**config.mk**
```make
export PLATFORM = sky130hd
export DESIGN_NAME = ddr_rd_responder
export DESIGN_NICKNAME = d
export VERILOG_FILES = /design/src/rtl/ddr_rd_responder_pkg.sv /design/src/rtl/ddr_rd_responder_fifo.sv /design/src/rtl/ddr_rd_responder.sv
export SDC_FILE = /design/constraint.sdc
export NUM_CORES = 1
export LEC_CHECK = 0
export CORE_UTILIZATION = 50
export CTS_CLUSTER_DIAMETER = 80
export DETAILED_ROUTE_END_ITERATION = 12
export GPL_TIMING_DRIVEN = 0
export PLACE_DENSITY = 0.85
export SLEW_MARGIN = 20
export SYNTH_ARGS = -nofsm -noshare
export SYNTH_HDL_FRONTEND = slang
export SYNTH_HIERARCHICAL = 1
export SYNTH_SLANG_ARGS = --single-unit
```
**constraint.sdc**
```tcl
create_clock -name clk -period 2.3 [get_ports clk]
set_input_delay 0.345 -clock clk [delete_from_list [all_inputs] [get_ports clk]]
set_output_delay 0.345 -clock clk [all_outputs]
set_load 0.02 [all_outputs]
```
**src/rtl/ddr_rd_responder_pkg.sv**
```systemverilog
// ----------------------------------------------------------------------------
// ddr_rd_responder_pkg
// Global widths for the DDR read responder, plus the request record and the
// burst-sequencer state type shared by the top level and its bench.
//   DDR_W      : width of one read beat
//   DDR_ADDR_W : width of a word address (addresses wrap modulo 2^DDR_ADDR_W)
//   BURST_W    : width of the burst length field (beats)
// ----------------------------------------------------------------------------
package ddr_rd_responder_pkg;

  localparam int DDR_W      = 32;
  localparam int DDR_ADDR_W = 16;
  localparam int BURST_W    = 8;

  localparam int REQ_W = DDR_ADDR_W + BURST_W;

  typedef struct packed {
    logic [DDR_ADDR_W-1:0] addr;
    logic [BURST_W-1:0]    size;
  } req_t;

  typedef enum logic [0:0] {
    ST_IDLE  = 1'b0,
    ST_BURST = 1'b1
  } state_t;

endpackage

```
**src/rtl/ddr_rd_responder_fifo.sv**
```systemverilog
// ----------------------------------------------------------------------------
// sync_fifo
// Single-clock FIFO with registered pointers and an occupancy counter.
// Depth need not be a power of two; pointers wrap explicitly at DEPTH-1.
// Push while full and pop while empty are ignored. A simultaneous push and
// pop leaves the occupancy unchanged. The head entry is visible on pop_data
// whenever the FIFO is non-empty (first-word fall-through).
// Ports:
//   clk, rst            : clock, asynchronous active-low reset
//   push, push_data     : write request and data
//   pop, pop_data       : read request and head data
//   full, empty, count  : status
// ----------------------------------------------------------------------------
module sync_fifo #(
  parameter int WIDTH = 8,
  parameter int DEPTH = 4,
  localparam int AW = (DEPTH > 1) ? $clog2(DEPTH) : 1,
  localparam int CW = $clog2(DEPTH + 1)
) (
  input  logic             clk,
  input  logic             rst,
  input  logic             push,
  input  logic [WIDTH-1:0] push_data,
  input  logic             pop,
  output logic [WIDTH-1:0] pop_data,
  output logic             full,
  output logic             empty,
  output logic [CW-1:0]    count
);

  logic [WIDTH-1:0] mem [DEPTH];
  logic [AW-1:0]    wr_ptr;
  logic [AW-1:0]    rd_ptr;
  logic             do_push;
  logic             do_pop;

  function automatic logic [AW-1:0] next_ptr(input logic [AW-1:0] p);
    return (p == AW'(DEPTH - 1)) ? '0 : p + AW'(1);
  endfunction

  assign full     = (count == CW'(DEPTH));
  assign empty    = (count == '0);
  assign do_push  = push && !full;
  assign do_pop   = pop && !empty;
  assign pop_data = mem[rd_ptr];

  // Storage is data only: never reset, validity comes from count.
  always_ff @(posedge clk) begin
    if (do_push) mem[wr_ptr] <= push_data;
  end

  always_ff @(posedge clk or negedge rst) begin
    if (!rst) begin
      wr_ptr <= '0;
      rd_ptr <= '0;
      count  <= '0;
    end else begin
      if (do_push) wr_ptr <= next_ptr(wr_ptr);
      if (do_pop)  rd_ptr <= next_ptr(rd_ptr);
      case ({do_push, do_pop})
        2'b10:   count <= count + CW'(1);
        2'b01:   count <= count - CW'(1);
        default: count <= count;
      endcase
    end
  end

endmodule

```
**src/rtl/ddr_rd_responder.sv**
```systemverilog
// ----------------------------------------------------------------------------
// ddr_rd_responder
// Accepts burst read requests (start word address + beat count), buffers them
// in a request FIFO, and for each one issues sequential reads to a fixed
// latency backing memory. Returned words are collected in an output FIFO and
// presented as a valid/ready beat stream with a last-beat marker.
// Reads are only issued when the output FIFO is guaranteed room for the
// returning word, so the output FIFO can never overflow under backpressure.
// Ports:
//   clk, rst                          : clock, asynchronous active-low reset
//   ddr_addr, ddr_size                : request start address and beat count
//   ddr_addr_valid, ddr_addr_ready    : request handshake
//   ddr_data, ddr_last                : read beat and final-beat marker
//   ddr_valid, ddr_ready              : beat handshake
//   mem_rd_en, mem_rd_addr            : backing-memory read command
//   mem_rd_data                       : read data, MEM_LAT cycles after command
// ----------------------------------------------------------------------------
module ddr_rd_responder
  import ddr_rd_responder_pkg::*;
#(
  parameter int REQ_DEPTH = 4,
  parameter int MEM_LAT   = 2
) (
  input  logic                  clk,
  input  logic                  rst,
  input  logic [DDR_ADDR_W-1:0] ddr_addr,
  input  logic [BURST_W-1:0]    ddr_size,
  input  logic                  ddr_addr_valid,
  output logic                  ddr_addr_ready,
  output logic [DDR_W-1:0]      ddr_data,
  output logic                  ddr_valid,
  input  logic                  ddr_ready,
  output logic                  ddr_last,
  output logic                  mem_rd_en,
  output logic [DDR_ADDR_W-1:0] mem_rd_addr,
  input  logic [DDR_W-1:0]      mem_rd_data
);

  localparam int OUT_DEPTH = MEM_LAT + 2;
  localparam int OCW       = $clog2(OUT_DEPTH + 1);
  localparam int RCW       = $clog2(REQ_DEPTH + 1);

  // Request side
  req_t            req_in;
  req_t            req_head;
  logic            req_push;
  logic            req_pop;
  logic            req_full;
  logic            req_empty;
  logic [RCW-1:0]  unused_req_count;
  logic            ready_en;

  // Burst sequencer
  state_t                state;
  logic [DDR_ADDR_W-1:0] addr_cnt;
  logic [BURST_W-1:0]    beats_left;
  logic                  issue;
  logic                  issue_last;
  logic                  credit_ok;

  // Return path
  logic [MEM_LAT-1:0] vld_pipe;
  logic [MEM_LAT-1:0] last_pipe;
  logic [OCW-1:0]     inflight;
  logic [OCW-1:0]     out_count;
  logic [DDR_W:0]     out_head;
  logic               out_empty;
  logic               unused_out_full;

  function automatic logic [OCW-1:0] popcount(input logic [MEM_LAT-1:0] v);
    logic [OCW-1:0] c;
    c = '0;
    for (int i = 0; i < MEM_LAT; i++) c = c + OCW'(v[i]);
    return c;
  endfunction

  // ---- request acceptance ----
  // ready_en holds ready low throughout reset and releases it on the first
  // edge after reset deasserts; otherwise ready is simply "not full".
  always_ff @(posedge clk or negedge rst) begin
    if (!rst) ready_en <= 1'b0;
    else      ready_en <= 1'b1;
  end

  assign ddr_addr_ready = ready_en && !req_full;
  assign req_push       = ddr_addr_valid && ddr_addr_ready;
  assign req_in         = '{addr: ddr_addr, size: ddr_size};

  sync_fifo #(
    .WIDTH (REQ_W),
    .DEPTH (REQ_DEPTH)
  ) u_req_fifo (
    .clk       (clk),
    .rst       (rst),
    .push      (req_push),
    .push_data (req_in),
    .pop       (req_pop),
    .pop_data  (req_head),
    .full      (req_full),
    .empty     (req_empty),
    .count     (unused_req_count)
  );

  // ---- burst sequencer ----
  // Credit counts every word already committed to the output FIFO: reads still
  // in the memory pipeline plus words buffered. A read this cycle is allowed
  // only if its word is guaranteed a slot. Pops in the same cycle are not
  // credited, which costs nothing at full rate because OUT_DEPTH leaves one
  // slot of slack beyond the pipeline.
  assign inflight   = popcount(vld_pipe);
  assign credit_ok  = ({1'b0, inflight} + {1'b0, out_count}) < (OCW + 1)'(OUT_DEPTH);
  assign req_pop    = (state == ST_IDLE) && !req_empty;
  assign issue      = (state == ST_BURST) && credit_ok;
  assign issue_last = (beats_left == BURST_W'(1));

  assign mem_rd_en   = issue;
  assign mem_rd_addr = addr_cnt;

  always_ff @(posedge clk or negedge rst) begin
    if (!rst) begin
      state      <= ST_IDLE;
      addr_cnt   <= '0;
      beats_left <= '0;
    end else begin
      case (state)
        ST_IDLE: begin
          // A zero-length request is popped and dropped without a burst.
          if (req_pop && (req_head.size != '0)) begin
            addr_cnt   <= req_head.addr;
            beats_left <= req_head.size;
            state      <= ST_BURST;
          end
        end
        ST_BURST: begin
          if (issue) begin
            addr_cnt   <= addr_cnt + DDR_ADDR_W'(1);
            beats_left <= beats_left - BURST_W'(1);
            if (issue_last) state <= ST_IDLE;
          end
        end
        default: state <= ST_IDLE;
      endcase
    end
  end

  // ---- memory latency pipeline ----
  // Tracks which cycles carry returning data and whether each is a burst end;
  // reset clears it so reads issued before reset are never captured.
  always_ff @(posedge clk or negedge rst) begin
    if (!rst) begin
      vld_pipe  <= '0;
      last_pipe <= '0;
    end else begin
      vld_pipe[0]  <= issue;
      last_pipe[0] <= issue && issue_last;
      for (int i = 1; i < MEM_LAT; i++) begin
        vld_pipe[i]  <= vld_pipe[i-1];
        last_pipe[i] <= last_pipe[i-1];
      end
    end
  end

  // ---- output buffer ----
  sync_fifo #(
    .WIDTH (DDR_W + 1),
    .DEPTH (OUT_DEPTH)
  ) u_out_fifo (
    .clk       (clk),
    .rst       (rst),
    .push      (vld_pipe[MEM_LAT-1]),
    .push_data ({last_pipe[MEM_LAT-1], mem_rd_data}),
    .pop       (ddr_valid && ddr_ready),
    .pop_data  (out_head),
    .full      (unused_out_full),
    .empty     (out_empty),
    .count     (out_count)
  );

  // Outputs read zero whenever no beat is presented, including during reset.
  assign ddr_valid = !out_empty;
  assign ddr_data  = ddr_valid ? out_head[DDR_W-1:0] : '0;
  assign ddr_last  = ddr_valid && out_head[DDR_W];

endmodule

```
# [Yosys cells after proc, flatten, opt, wreduce, memory -nomap -nowiden]
# Memories as Yosys holds them, arrays and structs flattened.
# Cells that the tools add are included.
[word_totals] ff_bits=44 mem_bits_rw=228 input_bits=60 out_inout_bits=52 word_cells=84 mem_count=2
[op_classes] n_addsub=12 order_cmp=1 eq_ne=13 muxes=21 bitwise_logic=1 n_reduce_logical=22
[memory_table] name="u_out_fifo.mem" depth=4 width=33 read_ports=1 rd_clocked_by_memory_dff=0 wr=1 line="ddr_rd_responder_fifo.sv:31" rtl="logic [WIDTH-1:0] mem [DEPTH];"
[memory_table] name="u_req_fifo.mem" depth=4 width=24 read_ports=1 rd_clocked_by_memory_dff=0 wr=1 line="ddr_rd_responder_fifo.sv:31"
[op_table] operator="2-to-1 mux 16 bit" count=2
[op_table] operator="2-to-1 mux 32 bit" count=1
[op_table] operator="one-hot mux 16 bit (2 select lines)" count=1
[op_table] operator="adder 16 x 1 -> 16 bit (second input constant)" count=1
[op_table] operator="2-to-1 mux 8 bit" count=2
[op_table] operator="one-hot mux 8 bit (2 select lines)" count=1
[op_table] operator="equality test 2 bit (second input constant)" count=6
[op_table] operator="logical AND 1 bit" count=12
[op_table] operator="one-hot mux 3 bit (2 select lines)" count=2
[op_table] operator="adder 2 x 1 -> 2 bit (second input constant)" count=4
[op_table] operator="equality test 8 x 1 -> 1 bit (second input constant)" count=1
[op_table] operator="2-to-1 mux 2 bit" count=4
[op_table] operator="nonzero test 8 bit" count=1
[op_table] operator="subtractor 8 x 1 -> 8 bit (second input constant)" count=1
[op_table] operator="2-to-1 mux 1 bit" count=7
[op_table] operator="adder 3 x 1 -> 3 bit (second input constant)" count=2
[op_table] operator="equality test 3 bit (second input constant)" count=2
[op_table] operator="logical NOT 3 bit" count=2
[op_table] operator="subtractor 3 x 1 -> 3 bit (second input constant)" count=2
[op_table] operator="adder 2 x 3 -> 4 bit" count=1
[op_table] operator="equality test 2 x 1 -> 1 bit (second input constant)" count=2
[op_table] operator="logical NOT 1 bit" count=4
[op_table] operator="< comparator 4 x 3 -> 1 bit (second input constant)" count=1
[op_table] operator="!= test 2 x 1 -> 1 bit (second input constant)" count=2
[op_table] operator="5 further kinds" count=6

# [Logic depth before layout (Yosys ltp)]
# Gate-level depths: netlist of the first run.
[depth] word_depth=7 ltp_mapped=11 ltp_nobuf=11

# [By module]
# Netlist of the first run, hierarchy kept.
[by_module_without_submodules] module="sync_fifo (u_out_fifo)" instances=1 cells_each=213 area_per_inst_um2=5263.8 seq_area_each_um2=4139.0
[by_module_without_submodules] module="sync_fifo (u_req_fifo)" instances=1 cells_each=166 area_per_inst_um2=3958.8 seq_area_each_um2=3057.9
[by_module_without_submodules] module="ddr_rd_responder" instances=1 cells_each=232 area_per_inst_um2=1941.9 seq_area_each_um2=750.7

# [Least setup slack after synthesis of the first run]
# No wires, ideal clock.
[synth_path] path_kind="reg2reg" start="register u_req_fifo.rd_ptr[0]" end="register addr_cnt[12], in the netlist mem_rd_addr[12]" setup_time_ps=123 t_arrival_ps=2418 required_time_ps=2177 slack_ps=-241 path_stages_with_launch=9 path_buffers=3 period_less_slack_ps=2541 path_cell_list="dfrtp_1 buf_6 buf_12 mux4_2 or4_1 o21ai_4 nand2b_1 buf_2 o221a_2"
[synth_rtl] item="start: declaration" line="ddr_rd_responder_fifo.sv:33" rtl="logic [AW-1:0] rd_ptr;"
[synth_rtl] item="start signal: assignment" line="ddr_rd_responder_fifo.sv:59" rtl="if (do_pop) rd_ptr <= next_ptr(rd_ptr);"
[synth_rtl] item="end signal: assignment" line="ddr_rd_responder.sv:129" rtl="addr_cnt <= req_head.addr;"
[synth_rtl] item="end signal: assignment" line="ddr_rd_responder.sv:136" rtl="addr_cnt <= addr_cnt + DDR_ADDR_W'(1);"
[synth_rtl] item="end: declaration" line="ddr_rd_responder.sv:55" rtl="logic [DDR_ADDR_W-1:0] addr_cnt;"

==> results of run 1 <==
## cell type report
type                    count  area, sq um  share of cell area, %
diodes                      1         2.50                 0.0172
plain buffers              25          265                   1.82
clock buffers              31          701                   4.82
clock inverters            17          170                   1.17
inverters                  18         67.6                  0.465
multi-input cells         294         3330                   22.9
flip-flops and latches    272         7950                   54.7
well taps                 280          350                   2.41
repair buffers            158         1700                   11.7
## cell families (layout without fill, tap and decap cells)
logic type               Yosys count  count (layout)  synth area share (%)
AO/OA/AOI/OAI                     60              60                  3.55
XOR/XNOR                           6               6                 0.471
adder cells (fa/ha/maj)           18              18                  2.15
buffers and inverters             45             249                  2.50
flip-flops                       272             272                  71.2
multiplexers                      70              70                  13.1
other                              1               2                0.0336
AND/OR/NAND/NOR                  139             139                  6.98
## registers in the layout, summed over array words and instances (netlist names), 3 cells and up
register / count
u_req_fifo/mem: 96
beats_left: 8
u_req_fifo/count: 3
u_out_fifo/mem: 132
u_out_fifo/count: 3
mem_rd_addr: 16
## through the flow
step                util, %  hold WS, ns
floorplan                 -       0.0494
global placement       58.0        0.339
detailed placement     58.6        0.339
CTS                    64.3        0.316
global route           66.4        0.343
finish                 66.4        0.325
## routing by layer
layer  track usage [%]  wire [um]  vias to the layer above
li1                  -          -                     2778
met1              26.9       9430                     3187
met2              35.3      12100                      267
met3              3.46       1710                       42
met4              5.30        433                        0
met5                 0          0                        -
## report_power, final
group	internal, mW	switching (mW)	total, mW
registers	6.48	0.600	7.08
clock network	2.52	1.78	4.30
logic	4.82	4.36	9.18
total	13.8	6.74	20.6
## cells in the final DEF (no fill, tap or decap), types with 11 or more instances in the layout
cell             count
nor2_1              25
nand3_1             11
clkbuf_16           28
dfrtp_1             41
o21ai_0             11
buf_4               24
buf_12              11
clkdlybuf4s50_1     75
a21oi_1             12
nor2b_4             31
mux4_2              51
edfxtp_1           228
nand2_1             15
inv_1               17
ha_1                13
buf_6               49
## worst max-delay path, cell delays in order, from the launching register on
cell      delay [ns]
dfrtp_1         0.39
buf_8           0.14
buf_12          0.12
mux4_2          0.51
or4_4           0.56
o21ai_4         0.24
nand2b_4        0.14
buf_8           0.17
a21oi_2         0.11
o211ai_1        0.09
## what timing repair did
| action | 4_1_cts | 5_1_grt |
|---|---|---|
| endpoints found under the hold margin | 17 | 0 |
| cloned | 2 | 1 |
| hold buffers | 1 | 0 |
| setup buffers | 29 | 11 |
| resized for setup | 220 | 113 |
| setup endpoints to repair | 64 | 158 |
| pin swaps | 5 | 9 |
## worst min path at each step
| stage | endpoint | startpoint |
|---|---|---|
| 2_1_floorplan | beats_left[0]$_DFFE_PN0P_ | rst |
| 3_3_place_gp | last_pipe[1]$_DFF_PN0_ | last_pipe[0]$_DFF_PN0_ |
| 3_5_place_dp | u_req_fifo/wr_ptr[1]$_DFFE_PN0P_ | rst |
| 4_1_cts | u_req_fifo/count[2]$_DFFE_PN0P_ | rst |
| 5_1_grt | u_req_fifo/count[2]$_DFFE_PN0P_ | rst |
| 6_report | u_req_fifo/count[2]$_DFFE_PN0P_ | rst |
==> flow_summary_export.csv, run 1 <==
group,metric,value,unit
finish,fin_area,14500,sq um
timing,relSlewSlack,53.4,%
timing,hold_viol,0,
finish,n_fill_cell,1395,
worst_setup_path,cp.arrival,3.01,ns
floorplanning,die_y,151,um
outcome,status,"finished with violations",
finish,drive_gt1_share,34.6,%
clock_network,htree_levels,1,
place,dpl_cell_area,12800,sq um
place,dp_hpwl,14000,um
place,io_buffers,111,
route,wl_per_cell,21.6,um
clock_network,cts_buffers,27,
route,wl,23600,um
grt,overflow,0,
route,vias_per_cell,5.72,
finish,area_growth,30.2,%
clock_network,clock_latency,0.53,ns
outcome,violations,"setup timing",
floorplanning,die_w,151,um
grt,grt_antenna_before_repair,1,
power,power.leakage,5.29,nW
floorplanning,io_pins,112,
route,drt_iter0_markers,475,
place,place.gp.congestion,0.919,
timing,setup_viol,59,
worst_setup_path,timing.rr.start,"u_req_fifo/rd_ptr[0]$_DFFE_PN0P_",
route,antenna_left,0,
place,pre_cts_ws,-0.694,ns
floorplanning,die_area,22900,sq um
synth,avgSynthCellArea,18.3,sq um
timing,grt_setup_unrepaired,"yes",
clock_network,cts_tree,"built",
synth,synthArstFlopShare,16.2,%
route,num_vias,6274,
timing,slew_viol_final,0,
worst_setup_path,setup.worst_path.start,"u_req_fifo/rd_ptr[0]$_DFFE_PN0P_",
power,power_density,1410,nW/um^2
route,route.detailed.drc,0,
synth,synth_edf_count,228,
synth,ys_seq_area_share,71.2,%
synth,synth_area_leaders,"edfxtp_1 (61%), dfrtp_1 (9.9%), mux4_2 (9.3%), mux4_1 (2.6%), nor2b_1 (2.0%)",
worst_setup_path,crit_required,2.68,ns
synth,yosysTopAreaCellShare,61.3,%
power,total_power,20.6,mW
synth,yosys_most_used_dff,"edfxtp_1",
timing,finalSetupTns,-12.01,ns
synth,synth_cell_types,51,
finish,fin_cells,1096,
clock_network,clk_path_buf_depth,3,
worst_setup_path,cp-endpoint,"beats_left[5]$_DFFE_PN0P_",
clock_network,clk_pin_slew,0.06,ns
worst_setup_path,crit_path_end_kind,"flop",
floorplanning,core_area,21900,sq um
synth,ys_seq_elements,272,
floorplanning,rows,54,
worst_setup_path,cp-start-kind,"flop",
synth,synth_area,11200,sq um
timing,clock_skew,0.0135,ns
synth,yosysMostFrequentCell,"edfxtp_1",
synth,yosys_warnings,6,
job,max_cap_violations,0,
grt,grt_first_pass_wirelength,35000,um
floorplanning,start_util,51.0,%
worst_setup_path,worstPathMaxFanout,6,
place,dp.cells,1007,
power,ir_worst_vdd,1.33,mV
grt,grt_pass1_vias,6459,
timing,final.period_utilization,114,%
synth,synth_commonest_cells,"edfxtp_1 (228), mux4_2 (46), dfrtp_1 (44)",
timing,setup_slack,-0.332,ns
synth,netlist_instances,611,
finish,nNetsFinal,874,
hold_path,min_path_type,"in -> async",
synth,syn-num-nets,689,
grt,grtUsageTotal,20.5,%
synth,synth_area_leader_cell,"edfxtp_1",
worst_setup_path,reg2regPathDepth,9,
timing,max_slew.worst_pin.slew,0.698,ns
timing,final.min_clock_period,2.63,ns
worst_setup_path,crit_type,"reg -> reg",
timing,max_freq,380,MHz
route,drt-pass1-iter-count,5,
worst_setup_path,ff2ff_setup_slack,-0.33,ns
clock_network,root_buffer,"clkbuf_16",
worst_setup_path,reg2reg_to,"beats_left[5]$_DFFE_PN0P_",
clock_network,cts_sinks,272,
grt,grt_max_degree,28,
Power figures use the tool's default switching activity.
==> inputs of run 2 (changes only) <==
--- a/config.mk
+++ b/config.mk
@@ -5,6 +5,7 @@
 export SDC_FILE = /design/constraint.sdc
 export NUM_CORES = 1
 export LEC_CHECK = 0
+export CORE_ASPECT_RATIO = 0.9
 export CORE_UTILIZATION = 50
 export CTS_CLUSTER_DIAMETER = 80
 export DETAILED_ROUTE_END_ITERATION = 12
==> run 2 against run 1 <==
Net effect:
- the run still ends with setup timing left
- sequential share of layout area down 0.20 points
- via count grew 2.2%
- critical path depth fell by 1
- sequential power hardly changed
- worst setup slack worse by 0.084 ns
- cell area is 0.38% higher
- clock power up 4%
- power up 0.53%
- fmax shrank 3.1%
- cell count rose by 2.4%
- clock skew fell by 0.0054 ns
- critical path type unchanged
- largest power group unchanged
==> flow_summary_export.csv, run 2 (same netlist as run 1, synthesis figures left out) <==
group,metric,value,unit
clock_network,cts_buffers,27,
finish,mostFrequentLayoutCell,"edfxtp_1",
floorplanning,start_util,51.3,%
clock_network,clk_pin_slew,0.06,ns
floorplanning,die_area,22900,sq um
clock_network,root_buffer,"clkbuf_16",
clock_network,cts_sinks,272,
worst_setup_path,cp-start-kind,"flop",
place,io_buffers,111,
route,wl_per_cell,21.0,um
grt,grt_pass1_vias,6427,
finish,n_fill_cell,1342,
clock_network,clk_path_buf_depth,3,
timing,max_freq,368,MHz
outcome,violations,"setup timing",
job,max_cap_violations,0,
timing,setup_viol,59,
worst_setup_path,ff2ff_setup_slack,-0.42,ns
worst_setup_path,crit_required,2.74,ns
floorplanning,die_y,144,um
route,num_vias,6413,
finish,drive_gt1_share,34.9,%
power,power_density,1420,nW/um^2
timing,setup_slack,-0.415,ns
power,total_power,20.7,mW
route,drt_iter0_markers,501,
power,power.leakage,5.33,nW
timing,slew_viol_final,0,
timing,grt_setup_unrepaired,"yes",
timing,clock_skew,0.00812,ns
timing,hold_viol,0,
worst_setup_path,worstPathMaxFanout,5,
hold_path,min_path_type,"in -> async",
grt,grtUsageTotal,19.9,%
grt,grt_max_degree,28,
route,route.detailed.drc,0,
place,place.gp.congestion,0.880,
floorplanning,rows,51,
worst_setup_path,crit_type,"reg -> reg",
route,wl,23600,um
worst_setup_path,reg2regPathDepth,8,
place,dpl_cell_area,12800,sq um
floorplanning,io_pins,112,
finish,nNetsFinal,888,
worst_setup_path,crit_path_end_kind,"flop",
clock_network,clock_latency,0.52,ns
clock_network,htree_levels,1,
worst_setup_path,reg2reg_to,"mem_rd_addr[9]$_DFFE_PN0P_",
finish,antenna_cells,0,
finish,most-common-layout-cells,"edfxtp_1 (228), clkdlybuf4s50_1 (75), mux4_2 (51)",
finish,fin_area,14600,sq um
worst_setup_path,timing.rr.start,"u_req_fifo/rd_ptr[0]$_DFFE_PN0P_",
timing,hold_ws,0.326,ns
finish,area_growth,30.7,%
floorplanning,die_w,160,um
power,ir_worst_vdd,0.799,mV
route,antenna_left,0,
clock_network,cts_tree,"built",
finish,regMostFlops,"u_out_fifo/mem",
grt,grt_first_pass_wirelength,34900,um
floorplanning,core_area,21800,sq um
grt,overflow,0,
place,dp_hpwl,14200,um
place,pre_cts_ws,-0.780,ns
route,vias_per_cell,5.72,
worst_setup_path,cp.arrival,3.15,ns
timing,final.min_clock_period,2.72,ns
finish,largest_reg_flops,132,
timing,relSlewSlack,50.6,%
outcome,status,"finished with violations",
route,drt-pass1-iter-count,5,
timing,max_slew.worst_pin.slew,0.741,ns
timing,final.period_utilization,118,%
grt,grt_antenna_before_repair,0,
run 2: final cells by class:
cell class | count | area (sq um) | share of cell area (%)
inverters | 18 | 67.6 | 0.463
clock buffers | 30 | 687 | 4.71
multi-input cells | 294 | 3270 | 22.4
flip-flops and latches | 272 | 7950 | 54.5
well taps | 291 | 364 | 2.49
repair buffers | 173 | 1770 | 12.1
plain buffers | 24 | 255 | 1.75
clock inverters | 20 | 228 | 1.56
run 2: worst max-delay path, stage by stage, from the launching register on:
cell,delay [ns]
dfrtp_1,0.38
buf_6,0.16
buf_4,0.11
mux4_1,0.58
or4_4,0.52
o21ai_4,0.27
and2b_2,0.30
nor3_2,0.09
a211oi_2,0.21
run 2: layer usage:
metal	part of all wire (%)	wire, um	vias to the layer above	GRT usage (%)
li1	-	-	2819	-
met1	41	9720	3246	26.2
met2	49	11600	282	33.4
met3	6.6	1550	66	4.47
met4	2.8	664	0	5.82
met5	0	0	-	0
run 2: through the flow:
step | util (%) | TNS [ns] | cells
global route | 67.1 | -15.55 | 1122
detailed placement | 58.9 | -31.01 | 1018
CTS | 64.0 | -11.08 | 1096
finish | 67.1 | -11.96 | 1122
floorplan | - | -4.09 | 611
global placement | 58.4 | -85.08 | 1013
run 2: worst max path at each step:
stage | from | endpoint | slack [ns] | cells past startpoint
floorplan | u_req_fifo/rd_ptr[0]$_DFFE_PN0P_ | mem_rd_addr[7]$_DFFE_PN0P_ | -0.21 | 8
global placement | u_out_fifo/count[0]$_DFFE_PN0P_ | ddr_data[20] | -0.73 | 4
detailed placement | u_out_fifo/count[0]$_DFFE_PN0P_ | ddr_data[17] | -0.78 | 4
CTS | u_req_fifo/rd_ptr[0]$_DFFE_PN0P_ | mem_rd_addr[11]$_DFFE_PN0P_ | -0.32 | 8
global route | u_req_fifo/rd_ptr[0]$_DFFE_PN0P_ | mem_rd_addr[9]$_DFFE_PN0P_ | -0.51 | 8
finish | u_req_fifo/rd_ptr[0]$_DFFE_PN0P_ | mem_rd_addr[9]$_DFFE_PN0P_ | -0.42 | 8
run 2: power breakdown:
group	internal (mW)	switching, mW
combinational	4.77	4.33
sequential	6.48	0.613
clock	2.71	1.77
run 2: repair_timing:
action                                  4_1_cts  5_1_grt
pin swaps                                     4        9
cloned                                        2        3
hold endpoints to repair                     17        0
hold buffers                                  1        0
setup buffers                                25       27
endpoints found under the setup margin       63      160
gates resized for setup                     170      142
